### src/rtl/syscall_reader.sv
// rtl/syscall_reader.sv - read_int / read_char syscall service fed by a host ASCII byte stream
module syscall_reader #(
  parameter logic [31:0] V0_READ_INT  = 32'd5,
  parameter logic [31:0] V0_READ_CHAR = 32'd12,
  parameter int          MAX_DIGITS   = 10,
  parameter logic [7:0]  TERM_CHAR    = 8'h0A
) (
  input  logic        clk,
  input  logic        rst_n,
  input  logic        syscall_control,
  input  logic [31:0] v0,
  input  logic        rx_valid,
  input  logic [7:0]  rx_data,
  output logic        rx_ready,
  output logic        stall,
  output logic        wb_valid,
  output logic [31:0] wb_data,
  output logic        err
);

  localparam int             CW      = $clog2(MAX_DIGITS + 1);
  localparam logic [CW-1:0] MAX_CNT = CW'(MAX_DIGITS);

  typedef enum logic [2:0] {IDLE, SKIP, DIGITS, CHAR_WAIT, DONE} state_t;

  state_t        state, state_d;
  logic [31:0]   acc, acc_d;
  logic          sign, sign_d;
  logic [CW-1:0] cnt, cnt_d;
  logic          err_flag, err_flag_d;
  logic [31:0]   wb_q;
  logic          err_q;

  logic          take;
  logic          is_digit;
  logic          is_term;
  logic          is_read_int;
  logic          is_read_char;
  logic [31:0]   digit_val;
  logic [31:0]   acc_x10;
  logic [31:0]   result;

  assign is_read_int  = syscall_control && (v0 == V0_READ_INT);
  assign is_read_char = syscall_control && (v0 == V0_READ_CHAR);
  assign is_digit     = (rx_data >= 8'h30) && (rx_data <= 8'h39);
  assign is_term      = (rx_data == TERM_CHAR) || (rx_data == 8'h0D);
  assign digit_val    = {28'd0, rx_data[3:0]};
  assign acc_x10      = (acc << 3) + (acc << 1);
  assign result       = sign ? (~acc + 32'd1) : acc;
  assign take         = rx_valid && rx_ready;

  // Handshake, stall and writeback outputs; wb_data/err show the fresh result in DONE, then hold it
  always_comb begin
    rx_ready = (state == SKIP) || (state == DIGITS) || (state == CHAR_WAIT);
    stall    = rx_ready || ((state == IDLE) && (is_read_int || is_read_char));
    wb_valid = (state == DONE);
    wb_data  = (state == DONE) ? result : wb_q;
    err      = (state == DONE) ? err_flag : err_q;
  end

  // Next-state and parse datapath
  always_comb begin
    state_d    = state;
    acc_d      = acc;
    sign_d     = sign;
    cnt_d      = cnt;
    err_flag_d = err_flag;
    case (state)
      IDLE: begin
        if (is_read_int || is_read_char) begin
          acc_d      = 32'd0;
          sign_d     = 1'b0;
          cnt_d      = '0;
          err_flag_d = 1'b0;
          state_d    = is_read_int ? SKIP : CHAR_WAIT;
        end
      end
      SKIP: begin
        if (take) begin
          if (rx_data == 8'h20) begin
            state_d = SKIP;
          end else if (rx_data == 8'h2D) begin
            sign_d  = 1'b1;
            state_d = DIGITS;
          end else if (rx_data == 8'h2B) begin
            state_d = DIGITS;
          end else if (is_digit) begin
            acc_d   = digit_val;
            cnt_d   = CW'(1);
            state_d = DIGITS;
          end else if (is_term) begin
            err_flag_d = 1'b1;
            state_d    = DONE;
          end else begin
            err_flag_d = 1'b1;
          end
        end
      end
      DIGITS: begin
        if (take) begin
          if (is_digit) begin
            if (cnt < MAX_CNT) begin
              acc_d = acc_x10 + digit_val;
              cnt_d = cnt + CW'(1);
            end else begin
              err_flag_d = 1'b1;
            end
          end else if (is_term) begin
            if (cnt == '0) err_flag_d = 1'b1;
            state_d = DONE;
          end else begin
            err_flag_d = 1'b1;
          end
        end
      end
      CHAR_WAIT: begin
        if (take) begin
          acc_d   = {24'd0, rx_data};
          state_d = DONE;
        end
      end
      DONE:    state_d = IDLE;
      default: state_d = IDLE;
    endcase
  end

  // State and parse registers; result is latched on leaving DONE so it holds afterwards
  always_ff @(posedge clk) begin
    if (!rst_n) begin
      state    <= IDLE;
      acc      <= 32'd0;
      sign     <= 1'b0;
      cnt      <= '0;
      err_flag <= 1'b0;
      wb_q     <= 32'd0;
      err_q    <= 1'b0;
    end else begin
      state    <= state_d;
      acc      <= acc_d;
      sign     <= sign_d;
      cnt      <= cnt_d;
      err_flag <= err_flag_d;
      if (state == DONE) begin
        wb_q  <= result;
        err_q <= err_flag;
      end
    end
  end

endmodule

### config.mk
export PLATFORM = sky130hd
export DESIGN_NAME = syscall_reader
export DESIGN_NICKNAME = d
export VERILOG_FILES = /design/src/rtl/syscall_reader.sv
export SDC_FILE = /design/constraint.sdc
export NUM_CORES = 1
export LEC_CHECK = 0
export CAP_MARGIN = 20
export CORE_ASPECT_RATIO = 1.75
export CORE_MARGIN = 2
export CORE_UTILIZATION = 30
export DETAILED_ROUTE_END_ITERATION = 7
export SLEW_MARGIN = 20
export SYNTH_ARGS = -nofsm -noshare
export SYNTH_HDL_FRONTEND = slang
export SYNTH_SLANG_ARGS = --single-unit
### constraint.sdc
create_clock -name clk -period 3.6 [get_ports clk]
set_clock_uncertainty 0.05 [all_clocks]
set_input_delay 0.54 -clock clk [delete_from_list [all_inputs] [get_ports clk]]
set_output_delay 0.54 -clock clk [all_outputs]
set_load 0.005 [all_outputs]
* After elaboration in Yosys (flattened, before gate mapping)
Index checks and enable logic that the tools add are counted.
W data, S select, Z words.
** Storage, ports and cells
- Word-level logic and storage cells :: 113
- Output and inout bits :: 36
- Flip-flop bits (word level) :: 74
** Operators by class
- Reductions and logical operators :: 20
- Muxes and demuxes :: 52
- Order comparisons :: 3
- Bitwise operators :: 1
- Equal/unequal tests :: 26
- $add $sub $neg :: 4
** Operators by type and width (number)
- $mux W32 :: 12
- $pmux W32 S4 :: 1
- $mux W4 :: 9
- $add A32 B1 Y32 const B :: 1
- $add A32 B32 Y32 :: 1
- $add A32 B4 Y32 :: 1
- $eq A32 B3 Y1 const B :: 1
- $eq A32 B4 Y1 const B :: 1
- $not A32 Y32 :: 1
- $mux W3 :: 10
- $eq A8 B6 Y1 const B :: 3
- $ne A2 B2 Y1 const B :: 10
- $reduce_and A10 Y1 :: 2
- $eq A8 B4 Y1 const B :: 2
- $mux W1 :: 15
- $pmux W3 S4 :: 1
- $pmux W4 S3 :: 1
- $reduce_and A11 Y1 :: 1
- $reduce_and A5 Y1 :: 2
- $ge A8 B6 Y1 const B :: 1
- $le A8 B6 Y1 const B :: 1
- $eq A3 B2 Y1 const B :: 2
- $ne A2 B1 Y1 const B :: 3
- $logic_and A1 B1 Y1 :: 5
- 15 further kinds :: 19

* Logic depth before layout (Yosys ltp)
Gate-level depths: netlist of the first run.
- Depth after elaboration :: 9
- Depth in mapped cells :: 14
- Gate-level depth less buffers :: 13

* Least setup slack after synthesis of the first run
Ideal clock, no wire load.
- Path type :: in2reg
- Start point :: input port rx_data[3]
- End point :: register acc[30]
- Setup time :: 121 ps
- Data arrival time :: 3236 ps
- Stages :: 13
- Setup slack :: 193 ps
- Path buffers :: 0
- Required time :: 3429 ps
- Cell sequence :: inv_1 fa_1 inv_1 fa_1 a211oi_1 nor2_1 o2111a_1 o21ai_1 o21ai_0 a211oi_1 o21ai_0 xnor2_1 o21ai_0
** Between the ends
- Cells in the longest elaborated chain, start to end :: 5
** Ends and longest elaborated chain
- start, declared :: RTL line 13 : input logic [7:0] rx_data,
- $add A32 B4 Y32 :: RTL line 103 : acc_d = acc_x10 + digit_val;
- $mux W32 :: RTL line 102 : if (cnt < MAX_CNT) begin
- $mux W32 :: RTL line 101 : if (is_digit) begin
- $mux W32 :: RTL line 100 : if (take) begin
- $pmux W32 S4 :: RTL line 68 : case (state)
- end signal, assigned :: RTL line 131 : acc <= 32'd0;
- end signal, assigned :: RTL line 139 : acc <= acc_d;
- end, declared :: RTL line 27 : logic [31:0] acc, acc_d;
Parallel ways exist; a longest one is shown, timed or not. The select of a mux whose other input is x is not followed.
A chain may end at the register's enable or synchronous reset.

* Worst setup path after layout of the first run
- Start point :: register acc[10]
- End point :: output port wb_data[24]
** Between the ends
- Cells in the longest elaborated chain, start to end :: 4
** Ends and longest elaborated chain
- $not A32 Y32 :: RTL line 49 : assign result = sign ? (~acc + 32'd1) : acc;
- $add A32 B1 Y32 :: RTL line 49
- $mux W32 :: RTL line 49
- $mux W32 :: RTL line 57 : wb_data = (state == DONE) ? result : wb_q;
- end, declared :: RTL line 17 : output logic [31:0] wb_data,
Every way passes these cells.

==> results of run 1 <==
[worst max-delay path, delay by kind of cell (launching register included)]
family | cells | cell delay [ns]
simple gates | 3 | 1.24
buf+inv | 1 | 0.52
flops | 1 | 0.37
compound gates | 2 | 0.35
xor+xnor | 1 | 0.10
[state kept, by name, summed over array words and instances, names as in the netlist]
signal / cells
err_q: 1
sign: 1
acc: 32
err_flag: 1
cnt: 4
state: 3
wb_q: 32
[stage by stage]
stage                     hold WS (ns)  TNS, ns
after detailed placement         0.420    -3.86
after floorplan                  0.381        0
final                            0.436        0
after CTS                        0.435        0
after global routing             0.488  -0.0161
after global placement           0.412    -3.49
[logic make-up after synthesis]
group | count (synthesis)
XOR/XNOR | 56
flip-flops | 74
adder cells (fa/ha/maj) | 63
AO/OA/AOI/OAI | 193
multiplexers | 11
buffers and inverters | 54
AND/OR/NAND/NOR | 265
[layer usage]
layer,wire [um],up-vias
li1,-,2785
met1,5900,2605
met2,9060,110
met3,329,40
met4,625,0
met5,0,-
[layout make-up]
type / instances / share of cell area
clock buffers: 11 / 0.0328
multi-input cells: 588 / 0.554
clock inverters: 5 / 0.00508
flip-flops and latches: 74 / 0.201
inverters: 18 / 0.00914
well taps: 238 / 0.0403
repair buffers: 126 / 0.157
[placed cells by master (no fill, tap or decap), types with 24 or more instances in the layout]
master,n
sky130_fd_sc_hd__a21oi_1,74
sky130_fd_sc_hd__and2_1,35
sky130_fd_sc_hd__buf_4,46
sky130_fd_sc_hd__clkdlybuf4s50_1,76
sky130_fd_sc_hd__dfxtp_1,73
sky130_fd_sc_hd__ha_1,61
sky130_fd_sc_hd__nand2_1,54
sky130_fd_sc_hd__nor2_1,74
sky130_fd_sc_hd__o21ai_0,24
sky130_fd_sc_hd__xor2_1,37
[power by group through the flow]
stage                     logic (W)  registers (W)  clock network, W
after CTS                 0.0000891       0.000819          0.000871
after floorplan           0.0000261       0.000837                 0
after global placement    0.0000882       0.000837                 0
after global routing      0.0000974       0.000817          0.000905
after detailed placement  0.0000887       0.000837                 0
final                     0.0000881       0.000818          0.000853
[path summary, 6_finish.rpt]
| check | cells after the start | startpoint | endpoint |
|---|---|---|---|
| setup / recovery | 7 | acc[10] | wb_data[24] |
| hold / removal | 2 | err_flag | err_flag |
| setup reg to reg | 14 | acc[11] | acc[29] |
| hold reg to reg | 2 | err_flag | err_flag |
[what timing repair did]
item / CTS / global route
endpoints found under the setup margin: 9 / 21
resized for setup: 9 / 19
pin swaps: 3 / 12
setup buffers: 1 / 3
==> reports/metrics.json, run 1 <==
{
  "status": {
    "outcome": "finished clean"
  },
  "cells_and_area": {
    "drive_above_1_share": 0.128,
    "post-route-util": 0.396,
    "fin_nets": 924,
    "finish.cell_count_without_fillers": 1060,
    "syn_to_final_growth_pct": 29.4,
    "filler_cell_count": 1999,
    "multi_input_gate_area_um2": 4100,
    "finish.instance_area_um2": 7390,
    "number_of_diodes": 0,
    "regArea_um2": 1490
  },
  "global_route": {
    "use_met3": 0.0192,
    "grt_most_used_layer": "met2",
    "globalRouteTotalUtil": 0.161,
    "grt_max_degree": 59,
    "first_global_vias": 5580,
    "grt_pass1_wl_um": 26100,
    "antenna_found_initial": 0,
    "grt_util_met1": 0.158,
    "grt.overflow.total": 0,
    "met2_usage": 0.320
  },
  "place": {
    "place.gp.congestion": 0.890,
    "port-buffer-count": 79,
    "detailed_place.area_um2": 6990,
    "hpwlAfterDp_um": 12400,
    "dp_cells": 1040,
    "place_worst_setup_slack_ns": -0.476
  },
  "synth": {
    "synth_area_in_compound_gates": 0.214,
    "synth_ff_type": "sky130_fd_sc_hd__dfxtp_1",
    "syn-num-nets": 823,
    "synthXorXnorAreaFrac": 0.0859,
    "dominant_combinational_cell_family_by_area_after_synthesis": "simple AND/OR/NAND/NOR gates",
    "synth.avg_cell_area_um2": 7.98,
    "netlist_instances": 716,
    "synth.cell_area_um2": 5710,
    "postSynthRegisterBits": 74,
    "async_reset_ff_frac": 0,
    "synth_sequential_area_ratio": 0.259,
    "synth_fa_ha_area_frac": 0.141,
    "synth_top_area_cell": "sky130_fd_sc_hd__dfxtp_1",
    "synth_cell_type_count": 73,
    "share_of_the_synthesized_area_in_the_top_cell_type": 0.259,
    "number_of_enable_type_register_cells_in_the_synthesized_netlist": 0,
    "yosysMostFrequentCell": "sky130_fd_sc_hd__a21oi_1",
    "synth_mux_area_frac": 0.0219,
    "netlist_top_cells_count": "sky130_fd_sc_hd__a21oi_1, sky130_fd_sc_hd__nor2_1, sky130_fd_sc_hd__dfxtp_1, sky130_fd_sc_hd__ha_1, sky130_fd_sc_hd__nand2_1",
    "synth_simple_gate_area_share": 0.239,
    "synth.yosys.warnings": 0,
    "area_contributors_post_synth": "sky130_fd_sc_hd__dfxtp_1, sky130_fd_sc_hd__ha_1, sky130_fd_sc_hd__a21oi_1"
  },
  "power": {
    "pwr-share-comb": 0.050,
    "power.ir.vdd_worst_mv": 0.158,
    "swShare": 0.228,
    "switchingPower_w": 0.000401,
    "intPower_w": 0.00136,
    "total_leakage_power_nw": 3.26,
    "relative_contribution_of_sequential_cells_to_total_power": 0.465,
    "report.power.total_w": 0.00176,
    "pwr_density_cell_nw_per_um2": 238,
    "p_clk_frac": 0.485
  },
  "timing": {
    "rsz0062_at_grt": "true",
    "clock.fmax_mhz": 284,
    "timing.final.setup_violations": 0,
    "worst_slew_margin_rel": 0.563,
    "postLayoutSetupSlackWorst_ns": 0.0786,
    "timing_max_transition_violations_final": 0,
    "hold_viol_final": 0,
    "tightestPinTransition_ns": 0.651,
    "finalWorstPathRequiredPeriod_ns": 3.52,
    "final.period_utilization": 0.978
  },
  "setup_path": {
    "critPathRequiredTime_ns": 3.01,
    "timing_worst_setup_path_type": "register to output port",
    "slowest_delay_ns": 0.53,
    "cp_data_arrival_time_ns": 2.93,
    "ff2ff_setup_slack_ns": 0.44,
    "cp-end-kind": "output port",
    "crit_path_start_kind": "register",
    "max_fanout_on_critical_path": 8,
    "critPathSlowestCell": "sky130_fd_sc_hd__or4_4",
    "critical_path.cell_chain": "or4_4 -> or2_4 -> or3_1 -> o21ai_1 -> xor2_1 -> a21oi_2 -> clkdlybuf4s50_1"
  },
  "routing": {
    "route.detailed.drc": 0,
    "drtAntennaViolNets": 0,
    "dr.pass1.iters": 6,
    "route.final.wire_length_um": 15900,
    "vias": 5540,
    "detail_route.vias_per_cell": 5.23,
    "drt_wl_cell_um": 15.0,
    "first_iter_violations": 142
  },
  "clock_tree": {
    "cts-htree-levels": 3,
    "ctsLongestPathBuffers": 2,
    "clock_slew_at_the_register_clock_pins_of_the_worst_setup_and_hold_paths_ns": 0.06,
    "number_of_buffers_inserted_during_clock_tree_synthesis": 9,
    "clock_insertion_delay_worst_skew_ns": 0.34,
    "tritoncts": "done",
    "ctsRootBufferMaster": "sky130_fd_sc_hd__clkbuf_16",
    "postCtsHoldBufs": 0,
    "cts_num_sinks": 74
  },
  "floorplanning": {
    "placementRows": 66,
    "initial_core_util": 0.306,
    "die_h_um": 187,
    "die_w_um": 108,
    "pin_count": 80,
    "die-area_um2": 20200,
    "coreArea_um2": 18700
  },
  "job": {
    "maxCapViolations": 0
  },
  "worst_hold_path": {
    "min-delay-path-class": "register to register"
  }
}
No activity file was read; power rests on OpenSTA's default activity.
==> run 2, diff against run 1 <==
--- a/config.mk
+++ b/config.mk
@@ -5,6 +5,7 @@
 export SDC_FILE = /design/constraint.sdc
 export NUM_CORES = 1
 export LEC_CHECK = 0
+export ABC_AREA = 0
 export CAP_MARGIN = 20
 export CORE_ASPECT_RATIO = 1.75
 export CORE_MARGIN = 2
==> results of run 2 <==
Same layout as run 1: the final DEF is identical, and so are final timing and power.
==> run 3, diff against run 2 <==
--- a/config.mk
+++ b/config.mk
@@ -8,9 +8,10 @@
 export ABC_AREA = 0
 export CAP_MARGIN = 20
 export CORE_ASPECT_RATIO = 1.75
-export CORE_MARGIN = 2
+export CORE_MARGIN = 1.5
 export CORE_UTILIZATION = 30
 export DETAILED_ROUTE_END_ITERATION = 7
+export DONT_BUFFER_PORTS = 1
 export SLEW_MARGIN = 20
 export SYNTH_ARGS = -nofsm -noshare
 export SYNTH_HDL_FRONTEND = slang
==> run 3 against run 2 <==
Effect of this change: clock power up 11%; global-route usage shrank 1.4 points; final cell count decreased by 10%; first-iteration DRC count up 37%; combinational power is 71% lower; via count fell by 8.6%; die area decreased by 1.5%.
==> reports/metrics.json, run 3 (synthesized netlist as in run 1, its figures left out) <==
{
  "timing": {
    "totalNegativeSetupSlack": {"value": 0, "unit": "ns", "change": "unchanged"},
    "final.period_utilization": {"value": 0.913, "change": "-0.0654"},
    "timing.final.setup_violations": {"value": 0, "change": "unchanged"},
    "tightestPinTransition": {"value": 0.633, "unit": "ns", "change": "-0.0172 ns"},
    "finalWorstPathRequiredPeriod": {"value": 3.29, "unit": "ns", "change": "-0.235 ns"},
    "clock.fmax": {"value": 304, "unit": "MHz", "change": "+7.2%"},
    "worst_slew_margin_rel": {"value": 0.578, "change": "+0.0148"},
    "hold_viol_final": {"value": 0, "change": "unchanged"},
    "timing_max_transition_violations_final": {"value": 0, "change": "unchanged"}
  },
  "setup_path": {
    "timing_worst_setup_path_type": "register to register",
    "cp-end-kind": "register",
    "critical_path.cell_chain": "inv_1 -> fa_1 -> inv_1 -> fa_1 -> a211oi_1 -> nor2_1 -> o2111a_1 -> o21ai_2 -> o21ai_0 -> a211oi_2 -> buf_4 -> xor2_1 -> o21ai_0",
    "crit_path_start_kind": "register",
    "max_fanout_on_critical_path": {"value": 3, "change": "-5"},
    "worst_r2r_path_depth": {"value": 13, "change": "-1"},
    "cp_data_arrival_time": {"value": 3.47, "unit": "ns", "change": "+0.54 ns"},
    "critPathSlowestCell": "sky130_fd_sc_hd__fa_1",
    "critPathRequiredTime": {"value": 3.78, "unit": "ns", "change": "+0.77 ns"},
    "ff2ff_setup_slack": {"value": 0.31, "unit": "ns", "change": "-0.13 ns"},
    "slowest_delay": {"value": 0.50, "unit": "ns", "change": "-0.03 ns"}
  },
  "routing": {
    "first_iter_violations": {"value": 194, "change": "+37%"},
    "topRoutingLayerUsed": "met4",
    "met2_wirelength": {"value": 8100, "unit": "um", "change": "-11%"},
    "route.final.wire_length": {"value": 14600, "unit": "um", "change": "-8.0%"},
    "detail_route.vias_per_cell": {"value": 5.32, "change": "+1.7%"},
    "drtAntennaViolNets": {"value": 0, "change": "unchanged"},
    "wire_length_on_met1": {"value": 5670, "unit": "um", "change": "-4.0%"},
    "route.detailed.drc": {"value": 0, "change": "unchanged"},
    "length_of_routed_met3_wiring": {"value": 471, "unit": "um", "change": "+43%"},
    "dr.pass1.iters": {"value": 4, "change": "-2"},
    "drt_wl_cell": {"value": 15.4, "unit": "um", "change": "+2.3%"},
    "vias": {"value": 5066, "change": "-8.6%"}
  },
  "place": {
    "place.gp.congestion": {"value": 0.862, "change": "-3.2%"},
    "port-buffer-count": {"value": 0, "change": "-100%"},
    "dp_cells": {"value": 937, "change": "-9.9%"},
    "detailed_place.area": {"value": 6000, "unit": "um2", "change": "-14%"},
    "hpwlAfterDp": {"value": 11100, "unit": "um", "change": "-10%"}
  },
  "floorplanning": {
    "placementRows": {"value": 66, "change": "unchanged"},
    "initial_core_util": {"value": 0.306, "change": "unchanged"},
    "die_h": {"value": 186, "unit": "um", "change": "-0.54%"},
    "coreArea": {"value": 18700, "unit": "um2", "change": "unchanged"},
    "die_w": {"value": 107, "unit": "um", "change": "-0.92%"},
    "pin_count": {"value": 80, "change": "unchanged"},
    "die-area": {"value": 19900, "unit": "um2", "change": "-1.5%"}
  },
  "clock_tree": {
    "cts_num_sinks": {"value": 74, "change": "unchanged"},
    "number_of_buffers_inserted_during_clock_tree_synthesis": {"value": 9, "change": "unchanged"},
    "ctsRootBufferMaster": "sky130_fd_sc_hd__clkbuf_16",
    "clock_insertion_delay_worst_skew": {"value": 0.34, "unit": "ns", "change": "about the same"},
    "clock_slew_at_the_register_clock_pins_of_the_worst_setup_and_hold_paths": {"value": 0.07, "unit": "ns", "change": "about the same"},
    "ctsLongestPathBuffers": {"value": 2, "change": "unchanged"},
    "tritoncts": "done",
    "postCtsSetupBuffers": {"value": 0, "change": "-1"},
    "cts-htree-levels": {"value": 3, "change": "unchanged"}
  },
  "cells_and_area": {
    "number_of_diodes": {"value": 0, "change": "unchanged"},
    "finish.cell_count_without_fillers": {"value": 953, "change": "-10%"},
    "multi_input_gate_area": {"value": 4020, "unit": "um2", "change": "-1.9%"},
    "syn_to_final_growth_pct": 10.5,
    "fin_nets": {"value": 817, "change": "-12%"},
    "mostFrequentLayoutCells": "sky130_fd_sc_hd__a21oi_1, sky130_fd_sc_hd__nor2_1, sky130_fd_sc_hd__dfxtp_1",
    "filler_cell_count": {"value": 2044, "change": "+2.3%"},
    "regArea": {"value": 1480, "unit": "um2", "change": "-0.25%"},
    "reg.largest.list": "acc x32, wb_q x32, cnt x4",
    "finish.instance_area": {"value": 6310, "unit": "um2", "change": "-15%"},
    "layout_commonest_cell": "sky130_fd_sc_hd__a21oi_1",
    "drive_above_1_share": {"value": 0.0867, "change": "-0.0410"}
  },
  "worst_hold_path": {
    "min_delay_path_depth": {"value": 1, "change": "-1"},
    "min-delay-path-class": "input pin to register"
  },
  "global_route": {
    "grt_pass1_wl": {"value": 23300, "unit": "um", "change": "-11%"},
    "antenna_found_initial": {"value": 0, "change": "unchanged"},
    "first_global_vias": {"value": 4973, "change": "-11%"},
    "grt.overflow.total": {"value": 0, "change": "unchanged"},
    "globalRouteTotalUtil": {"value": 0.147, "change": "-0.0144"},
    "grt_max_degree": {"value": 59, "change": "unchanged"}
  },
  "status": {
    "outcome": "finished clean"
  },
  "power": {
    "power.ir.vdd_worst": {"value": 0.227, "unit": "mV", "change": "+43%"},
    "report.power.total": {"value": 0.00179, "unit": "W", "change": "+1.6%"},
    "pwr_density_cell": {"value": 283, "unit": "nW/um2", "change": "+19%"},
    "total_leakage_power": {"value": 2.78, "unit": "nW", "change": "-15%"}
  },
  "job": {
    "maxCapViolations": {"value": 0, "change": "unchanged"}
  }
}
-- run 3: repair_timing --
item / CTS / global route
resized for setup: 0 / 2
hold buffers: 0 / 0
endpoints found under the setup margin: 0 / 3
-- run 3: through the flow --
step	util	worst slack, ns	hold WS (ns)
6_report	0.338	0.314	0.266
5_1_grt	0.338	-0.0158	0.256
4_1_cts	0.338	0.165	0.263
3_5_place_dp	0.322	-0.0296	0.413
3_3_place_gp	0.322	0.0327	0.411
2_1_floorplan	-	0.193	0.381
-- run 3: path summary, 6_finish.rpt --
path / from / to
max: acc[0] / acc[26]
min reg2reg: err_flag / err_flag
max reg2reg: acc[0] / acc[26]
min: rst_n / err_q
-- run 3: power breakdown --
group	leakage (nW)	switching [W]	internal [W]
registers	0.596	0.000000000000122	0.000818
clock network	0.152	0.000399	0.000545
logic	2.03	0.0000166	0.00000901
total	2.78	0.000416	0.00137
-- run 3: area by class of cell --
class	instances	share of cell area
timing repair buffer	19	0.0226
sequential	74	0.235
inverter	18	0.0107
clock inverter	7	0.0123
tap	238	0.0472
clock buffer	9	0.0357
multi-input combinational	588	0.637
-- run 3: metal layers --
metal | vias up | track usage
li1 | 2568 | -
met1 | 2370 | 0.146
met2 | 101 | 0.293
met3 | 27 | 0.0249
met4 | 0 | 0.0571
met5 | - | 0
-- run 3: critical path, delay by kind of cell, from the launching register on --
kind | cells | cell delay, ns
flops | 1 | 0.32
fa+ha+maj | 2 | 0.98
simple gates | 1 | 0.10
buf+inv | 3 | 0.30
xor+xnor | 1 | 0.13
compound gates | 6 | 1.31
==> RTL change 1 (settings of run 1) <==
Make the reset (`rst_n`) asynchronous in one clocked block.
--- a/src/rtl/syscall_reader.sv
+++ b/src/rtl/syscall_reader.sv
@@ -127,3 +127,3 @@
   // State and parse registers; result is latched on leaving DONE so it holds afterwards
-  always_ff @(posedge clk) begin
+  always_ff @(posedge clk or negedge rst_n) begin
     if (!rst_n) begin
Behaviour: differs if rst_n is asserted again (counterexample within 4 cycles, from zero or initial values and one cycle with rst_n low); with rst_n held inactive, the same outputs for 4 cycles.
==> RTL change 1 against run 1 <==
- count of clock-buffer cells in the layout increased by 1
- core utilization increased by 0.68 points
- power increased by 14%
- sequential cell count unchanged
- wire length increased by 4.8%
- synthesized cell count decreased by 7.1%
- setup slack got worse by 0.030 ns
- combinational power increased by 21%
- design area increased by 4.2%
- area after synthesis increased by 1.9%
- non-clock buffer count increased by 10
==> RTL change 1: results (changes against run 1) <==
cells_and_area:
  multiInputGateArea_sq_um: 3880  # -5.3%
  top_regs: "acc (32), wb_q (32), cnt (4)"
  drive_gt1_share_pct: 14.5  # +1.7 points
  final_cells: 1029  # -2.9%
  final_nets: 890  # -3.7%
  fillers: 1931  # -3.4%
clock_network:
  cts-buffers-inserted: 9  # unchanged
  path_clk_slew_ns: 0.06  # about the same
  h-tree-depth: 3  # unchanged
logic_synthesis:
  synth-async-reset-ratio_pct: 100  # +100 points
  syn_nets: 772  # -6.2%
  avgSynthCellArea_sq_um: 8.75  # +9.7%
  ys_types: 74  # +1.4%
  yosys-top-cells-count: "nand2_1 (98), dfrtp_1 (74), o21ai_0 (73), ha_1 (61), xor2_1 (43)"
  ys_top_cells_by_area: "dfrtp_1 (32%), ha_1 (13%), xor2_1 (6.5%)"
  ys_seq_area_share_pct: 31.8  # +5.9 points
  synth-main-ff-cell: "dfrtp_1"
worst_setup_path:
  r2r-start: "acc[15]$_DFFE_PN0P_"
  worst-path-max-fanout: 5  # -3
  regToRegSetupSlack_ns: 0.34  # -0.10 ns
  cp_slowest_cell: "or4_4"
  r2r_end: "acc[29]$_DFFE_PN0P_"
  reg2regPathDepth: 11  # -3
timing:
  worstMarginPinSlew_ns: 0.556  # -0.0947 ns
power:
  power.leakage_nw: 3.53  # +8.4%
  ir_drop_mv: 0.150  # -5.1%
detailed_routing:
  via_count: 5379  # -2.9%
  wire_per_inst_microns: 16.2  # +7.9%
  drt-initial-drc-count: 208  # +46%
  dr.pass1.iters: 4  # -2
global_route:
  antenna_found_initial: 0  # unchanged
  grt_pass1_vias: 5461  # -2.1%
  grt_max_degree: 75  # +27%
  grtUsageTotal_pct: 16.6  # +0.48 points
  grt_pass1_wl_microns: 26900  # +3.1%
placement:
  place_area_sq_um: 7180  # +2.8%
  place.gp.congestion: 0.883  # -0.74%
  hpwl_microns: 13000  # +5.0%
outcome:
  status: "finished, final reports clean"
min_path:
  hold_class: "in2async"
[RTL change 1: worst max path at each step]
stage | start | to | slack, ns | cells past startpoint
after detailed placement | rx_data[3] | acc[24]$_DFFE_PN0P_ | -0.32 | 14
after CTS | acc[17]$_DFFE_PN0P_ | wb_data[29] | -0.03 | 10
after global placement | rx_data[3] | acc[24]$_DFFE_PN0P_ | -0.28 | 14
after floorplan | rx_data[3] | acc[24]$_DFFE_PN0P_ | 0.37 | 12
final | acc[17]$_DFFE_PN0P_ | wb_data[31] | 0.05 | 10
after global routing | acc[17]$_DFFE_PN0P_ | wb_data[31] | -0.02 | 10
[RTL change 1: routing by layer]
layer / GRT usage, % / up-vias / routed length (microns)
met3: 1.87 / 37 / 437
met1: 17.1 / 2537 / 6160
li1: - / 2682 / -
met5: 0 / - / 0
met4: 7.74 / 0 / 616
met2: 32.1 / 123 / 9460
[RTL change 1: per-stage QoR]
stage          hold WS, ns  power [mW]  worst slack (ns)  setup TNS, ns
6_report            0.0504        2.00            0.0484              0
2_1_floorplan        0.194       0.869             0.371              0
5_1_grt             0.0696        2.07           -0.0214        -0.0278
3_5_place_dp         0.422       0.950            -0.318          -2.88
3_3_place_gp         0.408       0.950            -0.282          -2.52
4_1_cts              0.365        2.01           -0.0305        -0.0305
[RTL change 1: area by class of cell]
| cell class | count | area share [%] |
|---|---|---|
| clock buffer | 12 | 3.20 |
| clock inverter | 4 | 1.28 |
| inverter | 18 | 0.877 |
| multi-input combinational | 544 | 50.4 |
| sequential | 74 | 24.0 |
| tap | 241 | 3.92 |
| timing repair buffer | 136 | 16.3 |
[RTL change 1: cells by family after synthesis]
kind of cell | count (synthesis) | share of synthesized area [%]
AND/OR/NAND/NOR | 208 | 18.1
adder cells (fa/ha/maj) | 63 | 13.8
buffers and inverters | 47 | 3.48
XOR/XNOR | 60 | 9.03
AO/OA/AOI/OAI | 211 | 23.4
multiplexers | 2 | 0.365
flip-flops | 74 | 31.8
[RTL change 1: worst register-to-register path, delay by kind of cell (launching register included)]
family | cells | cell delay (ns)
compound gates | 5 | 0.93
xor+xnor | 1 | 0.16
fa+ha+maj | 2 | 0.66
buf+inv | 1 | 0.18
flops | 1 | 0.39
simple gates | 2 | 0.77
[RTL change 1: timing repair]
item	CTS	global route
setup endpoints to repair	12	26
pin swaps	3	13
setup buffers	3	3
hold buffers	0	0
endpoints found under the hold margin	0	0
gates resized for setup	20	23
[RTL change 1: where the power goes]
group,total [mW],switching [mW],internal [mW]
sequential,0.832,0.000000286,0.832
clock,1.06,0.364,0.698
combinational,0.107,0.0457,0.0609
==> RTL change 2 (config.mk and constraints of run 1) <==
Without the edit above. Change the parameter `MAX_DIGITS` from 10 to 20.
--- a/src/rtl/syscall_reader.sv
+++ b/src/rtl/syscall_reader.sv
@@ -4,3 +4,3 @@
   parameter logic [31:0] V0_READ_CHAR = 32'd12,
-  parameter int          MAX_DIGITS   = 10,
+  parameter int          MAX_DIGITS   = 20,
   parameter logic [7:0]  TERM_CHAR    = 8'h0A
Check against the original RTL: same outputs for any inputs over 4 cycles, from zero or initial values and one cycle with rst_n low; that may be too few to reach the edited logic, so the function may still have changed.
==> RTL change 2 against run 1 <==
- global-route usage rose by 2.0 points
- sequential cell count increased by 1
- critical path depth up 1
- setup slack improved by 0.0018 ns
- power grew 4.0%
- maximum frequency is essentially flat
- clock power increased by 7.3%
- wire length rose by 12%
- area after synthesis is 0.83% higher
- design area up 1.5%
==> RTL change 2: results (changes against run 1) <==
outcome:
  status: "finished, final reports clean"
logic_synthesis:
  synth-async-reset-ratio_pct: 0  # unchanged
  synthMuxAreaShare_pct: 0.543  # -1.6 points
  synth_fa_ha_area_share_pct: 13.9  # -0.12 points
  synth-main-ff-cell: "dfxtp_1"
  synthXorXnorAreaFrac_pct: 8.82  # +0.23 points
  ys_top_cells_by_area: "dfxtp_1 (26%), ha_1 (13%), xor2_1 (6.5%)"
  synth_compound_area_share_pct: 22.8  # +1.3 points
  yosys-top-cells-count: "nand2_1 (84), dfxtp_1 (75), o21ai_0 (63), ha_1 (61), nor2_1 (52)"
  synthCells: 738  # +3.1%
  ys_types: 61  # -16%
  syn_nets: 845  # +2.7%
  ys_seq_area_share_pct: 26.1  # +0.13 points
global_route:
  grt_max_degree: 66  # +12%
  grtUsageTotal_pct: 18.1  # +2.0 points
  grt_pass1_wl_microns: 28800  # +10%
  grt_pass1_vias: 5675  # +1.7%
cells_and_area:
  n_antenna_cell: 0  # unchanged
  top_regs: "acc (32), wb_q (32), cnt (5)"
  fillers: 1949  # -2.5%
  final_cells: 1083  # +2.2%
  drive_gt1_share_pct: 11.9  # -0.90 points
  final_nets: 945  # +2.3%
clock_network:
  path_clk_slew_ns: 0.06  # about the same
  worstSkewPairLatency_ns: 0.34  # about the same
  cts-buffers-inserted: 9  # unchanged
  cts_root_buffer: "clkbuf_16"
  h-tree-depth: 3  # unchanged
floorplanning:
  start_util_pct: 30.3  # -0.34 points
detailed_routing:
  totalWireLength_microns: 17900  # +12%
  drt-initial-drc-count: 244  # +72%
  vias_per_cell: 5.26  # +0.56%
  dr.pass1.iters: 5  # -1
worst_setup_path:
  startpoint: "acc[7]$_SDFFE_PN0P_"
  slowest_delay_ns: 0.55  # +0.02 ns
  arrival_ns: 2.93  # about the same
  worst-path-max-fanout: 6  # -2
  cp_slowest_cell: "clkdlybuf4s50_1"
  r2r-start: "acc[0]$_SDFFE_PN0P_"
min_path:
  hold_class: "reg2reg"
  hold_start: "err_q$_SDFF_PN0_"
placement:
  place.gp.congestion: 0.892  # +0.26%
  hpwl_microns: 14000  # +13%
  place_area_sq_um: 7030  # +0.70%
power:
  ir_drop_mv: 0.165  # +3.9%
  power.leakage_nw: 3.42  # +4.9%
timing:
  worstMarginPinSlew_ns: 0.595  # -0.0557 ns
-- RTL change 2: cell types whose count changed in the layout (fill, tap and decap cells not counted), moves of 7 or more --
| cell | delta |
|---|---|
| a21oi_1 | -25 |
| nor3_1 | +7 |
| a21o_1 | +7 |
| nand2_1 | +28 |
| o21ai_1 | +15 |
| nor2_1 | -23 |
| o21ai_0 | +25 |
-- RTL change 2: final cells by class --
class / count / area (sq um) / share of cell area, %
Multi-Input combinational cell: 605 / 4160 / 55.4
Timing Repair Buffer: 129 / 1190 / 15.8
Clock inverter: 6 / 65.1 / 0.867
Tap cell: 241 / 302 / 4.02
Sequential cell: 75 / 1500 / 20.0
Inverter: 18 / 67.6 / 0.900
Clock buffer: 9 / 225 / 3.00
-- RTL change 2: what timing repair did --
action / CTS / global route
hold buffers: 0 / 0
setup buffers: 1 / 5
resized for setup: 9 / 40
pin swaps: 2 / 9
endpoints found under the setup margin: 15 / 24
-- RTL change 2: worst paths after layout --
path / endpoint / slack, ns / depth (start not counted)
setup / recovery: wb_data[14] / 0.08 / 8
setup reg to reg: acc[31]$_SDFFE_PN0P_ / 0.40 / 14
hold / removal: err_q$_SDFF_PN0_ / 0.42 / 2
hold reg to reg: err_q$_SDFF_PN0_ / 0.42 / 2
-- RTL change 2: logic make-up after synthesis --
family / after synthesis
muxes: 3
adders and majority gates: 63
AOI/OAI and AO/OA: 209
xor gates and xnor gates: 58
buffers and inverters: 58
DFF: 75
and+or+nand+nor: 272
-- RTL change 2: stage by stage --
stage	setup WS (ns)	TNS (ns)
final	0.0804	0
after floorplan	0.220	0
after detailed placement	-0.547	-4.17
after global placement	-0.448	-2.95
after CTS	-0.00647	-0.00647
after global routing	-0.0371	-0.0371
-- RTL change 2: tightest hold or removal path, delay by kind of cell (launching register included) --
kind	cells	cell delay (ns)
DFF	1	0.30
and+or+nand+nor	1	0.06
AOI/OAI and AO/OA	1	0.06
-- RTL change 2: where the power goes --
group           switching, mW  leakage (nW)  internal [mW]
logic                  0.0334          2.67         0.0525
registers      0.000000000168         0.605          0.830
clock network           0.380         0.142          0.534
-- RTL change 2: per-layer routing --
layer / wire [microns] / global-route usage [%] / up-vias
li1: - / - / 2865
met1: 6310 / 18.2 / 2618
met2: 9720 / 33.5 / 153
met3: 692 / 2.54 / 56
met4: 1170 / 11.7 / 0
met5: 0 / 0 / -
